<file path="config.mk">
export PLATFORM = sky130hd
export DESIGN_NAME = dense_controller
export DESIGN_NICKNAME = d
export VERILOG_FILES = /design/src/rtl/dense_controller.sv
export SDC_FILE = /design/constraint.sdc
export NUM_CORES = 1
export LEC_CHECK = 0
export CORE_AREA = 10 10 47 49
export DETAILED_ROUTE_END_ITERATION = 8
export DIE_AREA = 0 0 57 59
export GPL_TIMING_DRIVEN = 0
export HOLD_SLACK_MARGIN = 0.05
export SETUP_SLACK_MARGIN = 0.05
export SLEW_MARGIN = 40
export SYNTH_ARGS = -nofsm -noshare
export SYNTH_HDL_FRONTEND = slang
export SYNTH_SLANG_ARGS = --single-unit
export TNS_END_PERCENT = 10
</file>
<file path="constraint.sdc">
create_clock -name clk -period 1.5 [get_ports clk]
set_clock_uncertainty 0.15 [all_clocks]
set_input_delay 0.225 -clock clk [delete_from_list [all_inputs] [get_ports clk]]
set_output_delay 0.225 -clock clk [all_outputs]
set_load 0.02 [all_outputs]
</file>
<file path="src/rtl/dense_controller.sv">
// Sequencing FSM for the dense-layer datapath: clear, input load, MAC (+bias), output drain.
// Define DENSE_CTRL_BIAS_EN to give each output its own BIAS cycle; otherwise bias is skipped.
module dense_controller #(
    parameter int IN_COUNT  = 784,
    parameter int OUT_COUNT = 10
) (
    input  logic clk,
    input  logic rst,
    input  logic start,
    input  logic inValid,
    input  logic outReady,
    input  logic gotData,
    input  logic mulDone,
    input  logic calcDone,
    input  logic putData,
    output logic clear,
    output logic busy,
    output logic rdi,
    output logic wri,
    output logic rdo,
    output logic wro,
    output logic inCntEn,
    output logic outCntEn,
    output logic clearReg,
    output logic WorB,
    output logic load,
    output logic inReady,
    output logic outValid,
    output logic done
);

    localparam logic [2:0] IDLE     = 3'd0;
    localparam logic [2:0] CLR      = 3'd1;
    localparam logic [2:0] LOAD     = 3'd2;
    localparam logic [2:0] MAC_INIT = 3'd3;
    localparam logic [2:0] MAC      = 3'd4;
    localparam logic [2:0] OUT      = 3'd5;
    localparam logic [2:0] DONE     = 3'd6;
`ifdef DENSE_CTRL_BIAS_EN
    localparam logic [2:0] BIAS     = 3'd7;
`endif

    // Illegal vector lengths keep the controller parked in IDLE.
    localparam bit CFG_OK = (IN_COUNT >= 2) && (OUT_COUNT >= 2);

    logic [2:0] state;
    logic [2:0] state_next;

    always_ff @(posedge clk) begin
        if (rst)
            state <= IDLE;
        else
            state <= state_next;
    end

    always_comb begin
        state_next = state;
        clear      = 1'b0;
        busy       = 1'b0;
        rdi        = 1'b0;
        wri        = 1'b0;
        rdo        = 1'b0;
        wro        = 1'b0;
        inCntEn    = 1'b0;
        outCntEn   = 1'b0;
        clearReg   = 1'b0;
        WorB       = 1'b0;
        load       = 1'b0;
        inReady    = 1'b0;
        outValid   = 1'b0;
        done       = 1'b0;

        case (state)
            IDLE: begin
                if (start && CFG_OK)
                    state_next = CLR;
            end
            CLR: begin
                clear      = 1'b1;
                busy       = 1'b1;
                state_next = LOAD;
            end
            // Only the handshake-qualified strobes depend on inputs here.
            LOAD: begin
                busy    = 1'b1;
                inReady = 1'b1;
                if (inValid) begin
                    wri     = 1'b1;
                    inCntEn = 1'b1;
                    if (gotData)
                        state_next = MAC_INIT;
                end
            end
            MAC_INIT: begin
                busy       = 1'b1;
                clearReg   = 1'b1;
                state_next = MAC;
            end
            MAC: begin
                busy    = 1'b1;
                rdi     = 1'b1;
                load    = 1'b1;
                inCntEn = 1'b1;
                if (mulDone) begin
`ifdef DENSE_CTRL_BIAS_EN
                    state_next = BIAS;
`else
                    // Without bias the final sum goes straight into the output RAM.
                    wro        = 1'b1;
                    outCntEn   = 1'b1;
                    state_next = calcDone ? OUT : MAC_INIT;
`endif
                end
            end
`ifdef DENSE_CTRL_BIAS_EN
            BIAS: begin
                busy       = 1'b1;
                WorB       = 1'b1;
                wro        = 1'b1;
                outCntEn   = 1'b1;
                state_next = calcDone ? OUT : MAC_INIT;
            end
`endif
            OUT: begin
                busy     = 1'b1;
                rdo      = 1'b1;
                outValid = 1'b1;
                if (outReady) begin
                    outCntEn = 1'b1;
                    if (putData)
                        state_next = DONE;
                end
            end
            DONE: begin
                busy       = 1'b1;
                done       = 1'b1;
                state_next = IDLE;
            end
            default: state_next = IDLE;
        endcase
    end

endmodule

</file>
Yosys cells after proc, flatten, opt, wreduce, memory -nomap -nowiden
Index checks and enable logic that the tools add are counted.
{"block": "word_totals", "out_inout_bits": 14, "wordCells": 38, "ff_bits": 3, "input_bits": 9}
{"block": "classes", "n_mux": 22, "n_eq_ne": 12, "n_reduce_logical": 3}
{"op": "$mux 3", "count": 7}
{"op": "$pmux 3 s6", "count": 1}
{"op": "$mux 1", "count": 12}
{"op": "$ne 2x2->1 const B", "count": 6}
{"op": "$eq 3x3->1 const B", "count": 3}
{"op": "$eq 3x2->1 const B", "count": 2}
{"op": "$reduce_and 6->1", "count": 1}
{"op": "$reduce_or 6->1", "count": 1}
{"op": "$pmux 1 s2", "count": 2}
{"op": "$eq 3x1->1 const B", "count": 1}
{"op": "$logic_not 3->1", "count": 1}

Logic depth before layout (Yosys ltp)
{"block": "depth", "word_depth": 3, "depth_mapped": 5, "ltp_nobuf": 4}

Least setup slack after synthesis
OpenSTA, ideal clock, no wires.
{"block": "synth_path", "path_type": "reg2out", "from": "register state[0]", "to": "output inCntEn", "path_buffers": 0, "slack_ns": -0.452, "arrival_time_ns": 1.577, "required_ns": 1.125, "stages_incl_launch_ff": 4, "cell_sequence": "dfxtp_1 nor3b_1 and2_1 or2_1"}
{"block": "synth_between", "elab_chain_len": 2, "elab_cells_between_ends": 3, "classes_between": "eq/ne: 2; mux: 1"}
{"element": "start, declared", "line": "46", "rtl": "logic [2:0] state;"}
{"element": "start signal, assigned", "line": "53", "rtl": "state <= state_next;"}
{"element": "$eq 3x3->1 or $eq 3x2->1 (tied branches)", "line": "73", "rtl": "case (state)"}
{"element": "$pmux 1 s2 (*)", "line": "73"}
{"element": "end, declared", "line": "22", "rtl": "output logic inCntEn,"}
Mark *: on every way between the ends. The rest lies on a longest branch, timed or not.

Worst setup path in the final report
{"block": "layout_path", "from": "register state[2]", "to": "output outCntEn"}
{"block": "layout_between", "elab_chain_len": 2, "elab_cells_between_ends": 3, "classes_between": "eq/ne: 2; mux: 1"}
{"element": "$eq 3x3->1", "line": "73"}
{"element": "$pmux 1 s2 (*)", "line": "73"}
{"element": "end, declared", "line": "23", "rtl": "output logic outCntEn,"}
Marks and branches as above.

==> impl_table.tex <==
\begin{tabular}{lr}
\hline
Metric & Value \\
\hline
\multicolumn{2}{l}{\textbf{Critical path}} \\
\quad Critical path class & flop to primary output \\
\quad Reg-to-reg startpoint & state[1] \\
\quad Slowest stage delay, CP & between 300 and 400 ps \\
\quad Critical path endpoint category & primary output \\
\quad Critical Path, Cell by Cell & inv\_4 > nor3\_4 > and2\_4 > a21o\_1 > buf\_6 \\
\quad Slowest library cell on the worst path & sky130\_fd\_sc\_hd\_\_dfxtp\_4 \\
\quad WP data arrival & 1240 ps \\
\quad Critical Path Source Type & flop \\
\quad Required arrival time at the worst endpoint & 1120 ps \\
\quad Timing startpoint of the critical path & state[2] \\
\quad Crit-path max FO & 6 \\
\quad Register-to-Register Path Depth & 6 \\
\multicolumn{2}{l}{\textbf{Routing}} \\
\quad Overall via count from detail\_route & a little under 400 \\
\quad Vias per Instance & approximately 4.4 \\
\quad DRC marker count from the first detailed-route iteration & 2 \\
\quad Router iterations before antenna repair & 2 \\
\quad Post-Route WL & 1.02 mm \\
\quad Wire per inst & between 10 and 15 microns \\
\quad DRC violations left & 0 \\
\quad Antenna-violating nets left & 0 \\
\multicolumn{2}{l}{\textbf{Outcome}} \\
\quad Violated checks & negative setup slack \\
\quad Result of the run & finished with violations \\
\multicolumn{2}{l}{\textbf{Floorplanning}} \\
\quad Chip Height & just under 60 microns \\
\quad Overall die width & 57 microns \\
\quad Row cnt & 14 \\
\quad Die Footprint & 3360 sq um \\
\quad Ports placed on the boundary & 23 \\
\quad Initial standard-cell utilization of the core & 0.234 \\
\quad Core area & 1400 sq um \\
\multicolumn{2}{l}{\textbf{Global route}} \\
\quad Overflow left after global routing & 0 \\
\quad Wire length of the first global-routing pass & 1.76 mm \\
\quad Via count of the first global-routing pass & 391 \\
\quad Antenna violations before repair & 0 \\
\quad Total track usage & 0.0642 \\
\quad Pin count of the biggest net entering global routing & 11 \\
\multicolumn{2}{l}{\textbf{Final layout}} \\
\quad Utilization after layout & 0.461 \\
\quad Net count, final & between 80 and 90 \\
\quad Flip-flop count of the largest register after layout & 3 \\
\quad Count of placed standard cells in the final layout, fillers left out & between 80 and 90 \\
\quad Area grow syn2layout & 96.9\% \\
\quad Sequential cell area & roughly 69 sq um \\
\quad Largest registers in the final layout & state (3) \\
\quad Antenna cells & 0 \\
\quad Top register by number of flip-flops & state \\
\quad Highest-count cells in the layout ignoring fill and taps & sky130\_fd\_sc\_hd\_\_buf\_4 (12), sky130\_fd\_sc\_hd\_\_clkdlybuf4s50\_1 (8), sky130\_fd\_sc\_hd\_\_buf\_6 (7) \\
\quad FILL cells & $\sim$160 \\
\quad Ratio of cells with drive above 1 in the final layout & 0.556 \\
\quad Design area & 646 sq um \\
\quad Most frequent standard cell in the layout excluding fill and tap cells & sky130\_fd\_sc\_hd\_\_buf\_4 \\
\quad Multi-input logic area & roughly 250 sq um \\
\multicolumn{2}{l}{\textbf{Placed design}} \\
\quad Cell area reported after detailed placement & 588 sq um \\
\quad Pre-CTS WS & -491 ps \\
\quad Weighted congestion at the end of routability-driven global placement & about 0.7 \\
\quad Total placed cells including tap cells & 79 \\
\quad HPWL reported at the end of detailed placement & 805 microns \\
\quad I/O Buffers & 21 \\
\multicolumn{2}{l}{\textbf{Synthesis}} \\
\quad Syn avg cell area & a little under 8 sq um \\
\quad Number of different library cells in the post-synthesis netlist & 26 \\
\quad Mapped cell area & 328 sq um \\
\quad Sequential area share after synthesis & 0.183 \\
\quad Post-synthesis register bit count & 3 \\
\quad Synth Instances & 42 \\
\quad Net count of the mapped netlist & 51 \\
\quad Warnings, synthesis & 0 \\
\multicolumn{2}{l}{\textbf{Clocking}} \\
\quad Number of buffers created by CTS & 3 \\
\quad Buffer type at the clock tree root & sky130\_fd\_sc\_hd\_\_clkbuf\_4 \\
\quad Later-pin clock latency in the skew report & $\sim$230 ps \\
\quad Maximum buffer depth of the clock tree & 2 \\
\quad Clock tree from TritonCTS & done \\
\quad CTS sink count & 3 \\
\quad Clock-pin slew on the worst setup and hold paths & about 40 ps \\
\quad Count of H-tree levels built during CTS & 1 \\
\multicolumn{2}{l}{\textbf{Hold path}} \\
\quad Hold path depth & 3 \\
\quad Hold Path Class & flop to flop \\
\quad Hold path startpoint & state[2] \\
\multicolumn{2}{l}{\textbf{Timing}} \\
\quad Hold slack final & 453 ps \\
\quad Max Fclk & slightly above 0.6 GHz \\
\quad Time the final worst path needs with I/O delays and setup & around 1600 ps \\
\quad Final setup margin & -114 ps \\
\quad Pins Over Slew Limit & 0 \\
\quad Post-route clock period utilization & 1.08 \\
\quad Summed negative setup slack over all endpoints & -573 ps \\
\quad RSZ-0062 raised after global routing & true \\
\quad Count of endpoints failing hold in the final timing report & 0 \\
\quad Number of failing setup endpoints in the final timing report & 8 \\
\multicolumn{2}{l}{\textbf{Power and ir drop}} \\
\quad Power density over the cells & 1470 nW/um\^{}2 \\
\quad Logic pwr share & 0.664 \\
\quad Power, Total & 950 uW \\
\quad Highest ir drop seen on vdd & 875 uV \\
\quad Static leakage power & 0.308 nW \\
\quad NetSw & 393 uW \\
\quad Flop pwr share & 0.188 \\
\quad Portion of total power attributed to the clock network & 0.148 \\
\quad Switching share of total power & 0.414 \\
\quad Internal Power & 557 uW \\
\multicolumn{2}{l}{\textbf{Run}} \\
\quad Max-cap check violation count & 0 \\
\hline
\end{tabular}
-- cell families (layout without fill, tap and decap cells) --
kind of cell | Yosys count | after routing | share of synthesized area
buf+inv | 7 | 37 | 0.160
flops | 3 | 3 | 0.183
other cells | 1 | 1 | 0.0114
compound gates | 9 | 9 | 0.206
mux | 1 | 1 | 0.0305
simple gates | 21 | 21 | 0.408
-- power by group through the flow --
stage	Clock, mW	Combinational [mW]	Sequential [mW]
2_1_floorplan	0	0.394	0.159
3_3_place_gp	0	0.607	0.166
3_5_place_dp	0	0.604	0.170
4_1_cts	0.149	0.605	0.181
5_1_grt	0.150	0.686	0.186
6_report	0.140	0.631	0.179
-- layer usage --
metal / vias to the layer above / wire length (microns) / track usage
met1: 168 / 421 / 0.0731
met4: 0 / 6 / 0.0403
li1: 203 / - / -
met2: 13 / 494 / 0.0977
met5: - / 0 / 0
met3: 2 / 92 / 0.0258
-- worst paths after layout --
path	to	slack (ps)
min reg2reg	state[1]	450
max reg2reg	state[0]	100
max	outCntEn	-110
min	state[1]	450
-- synthesized netlist by cell type --
cell,count,area [sq um]
sky130_fd_sc_hd__a21o_1,1,7.51
sky130_fd_sc_hd__a21oi_1,1,5.00
sky130_fd_sc_hd__and2_1,3,18.8
sky130_fd_sc_hd__and3_1,2,12.5
sky130_fd_sc_hd__buf_4,3,22.5
sky130_fd_sc_hd__buf_6,2,22.5
sky130_fd_sc_hd__conb_1,1,3.75
sky130_fd_sc_hd__dfxtp_1,3,60.1
sky130_fd_sc_hd__inv_1,2,7.51
sky130_fd_sc_hd__mux2i_1,1,10.0
sky130_fd_sc_hd__nand2_1,1,3.75
sky130_fd_sc_hd__nand2b_1,2,12.5
sky130_fd_sc_hd__nand3_1,3,15.0
sky130_fd_sc_hd__nor2_1,2,7.51
sky130_fd_sc_hd__nor2b_2,1,8.76
sky130_fd_sc_hd__nor3_1,1,5.00
sky130_fd_sc_hd__nor3_2,1,10.0
sky130_fd_sc_hd__nor3b_1,2,15.0
sky130_fd_sc_hd__nor3b_2,1,12.5
sky130_fd_sc_hd__o21a_1,1,7.51
sky130_fd_sc_hd__o21ai_0,2,10.0
sky130_fd_sc_hd__o21ba_2,1,10.0
sky130_fd_sc_hd__o31ai_1,2,15.0
sky130_fd_sc_hd__o31ai_2,1,12.5
sky130_fd_sc_hd__or2_1,1,6.26
sky130_fd_sc_hd__or3_1,1,6.26
-- cell type report --
class                           instances  share of cell area
Inverter                                2              0.0155
Timing Repair Buffer                   26               0.347
Tap cell                               16              0.0310
Buffer                                  5              0.0756
Sequential cell                         3               0.107
Clock buffer                            4              0.0407
Multi-Input combinational cell         32               0.384
-- critical path: cells and delay by family (launching register included) --
kind,cells,cell delay (ps)
flops,1,390
buf+inv,2,170
compound gates,1,90
simple gates,2,350
-- repair_timing --
action,CTS,global route
cloned,1,0
setup endpoints to repair,13,15
pin swaps,4,4
resized for setup,65,7
hold buffers,0,0
setup buffers,1,3
No activity file was read; power rests on OpenSTA's default activity.
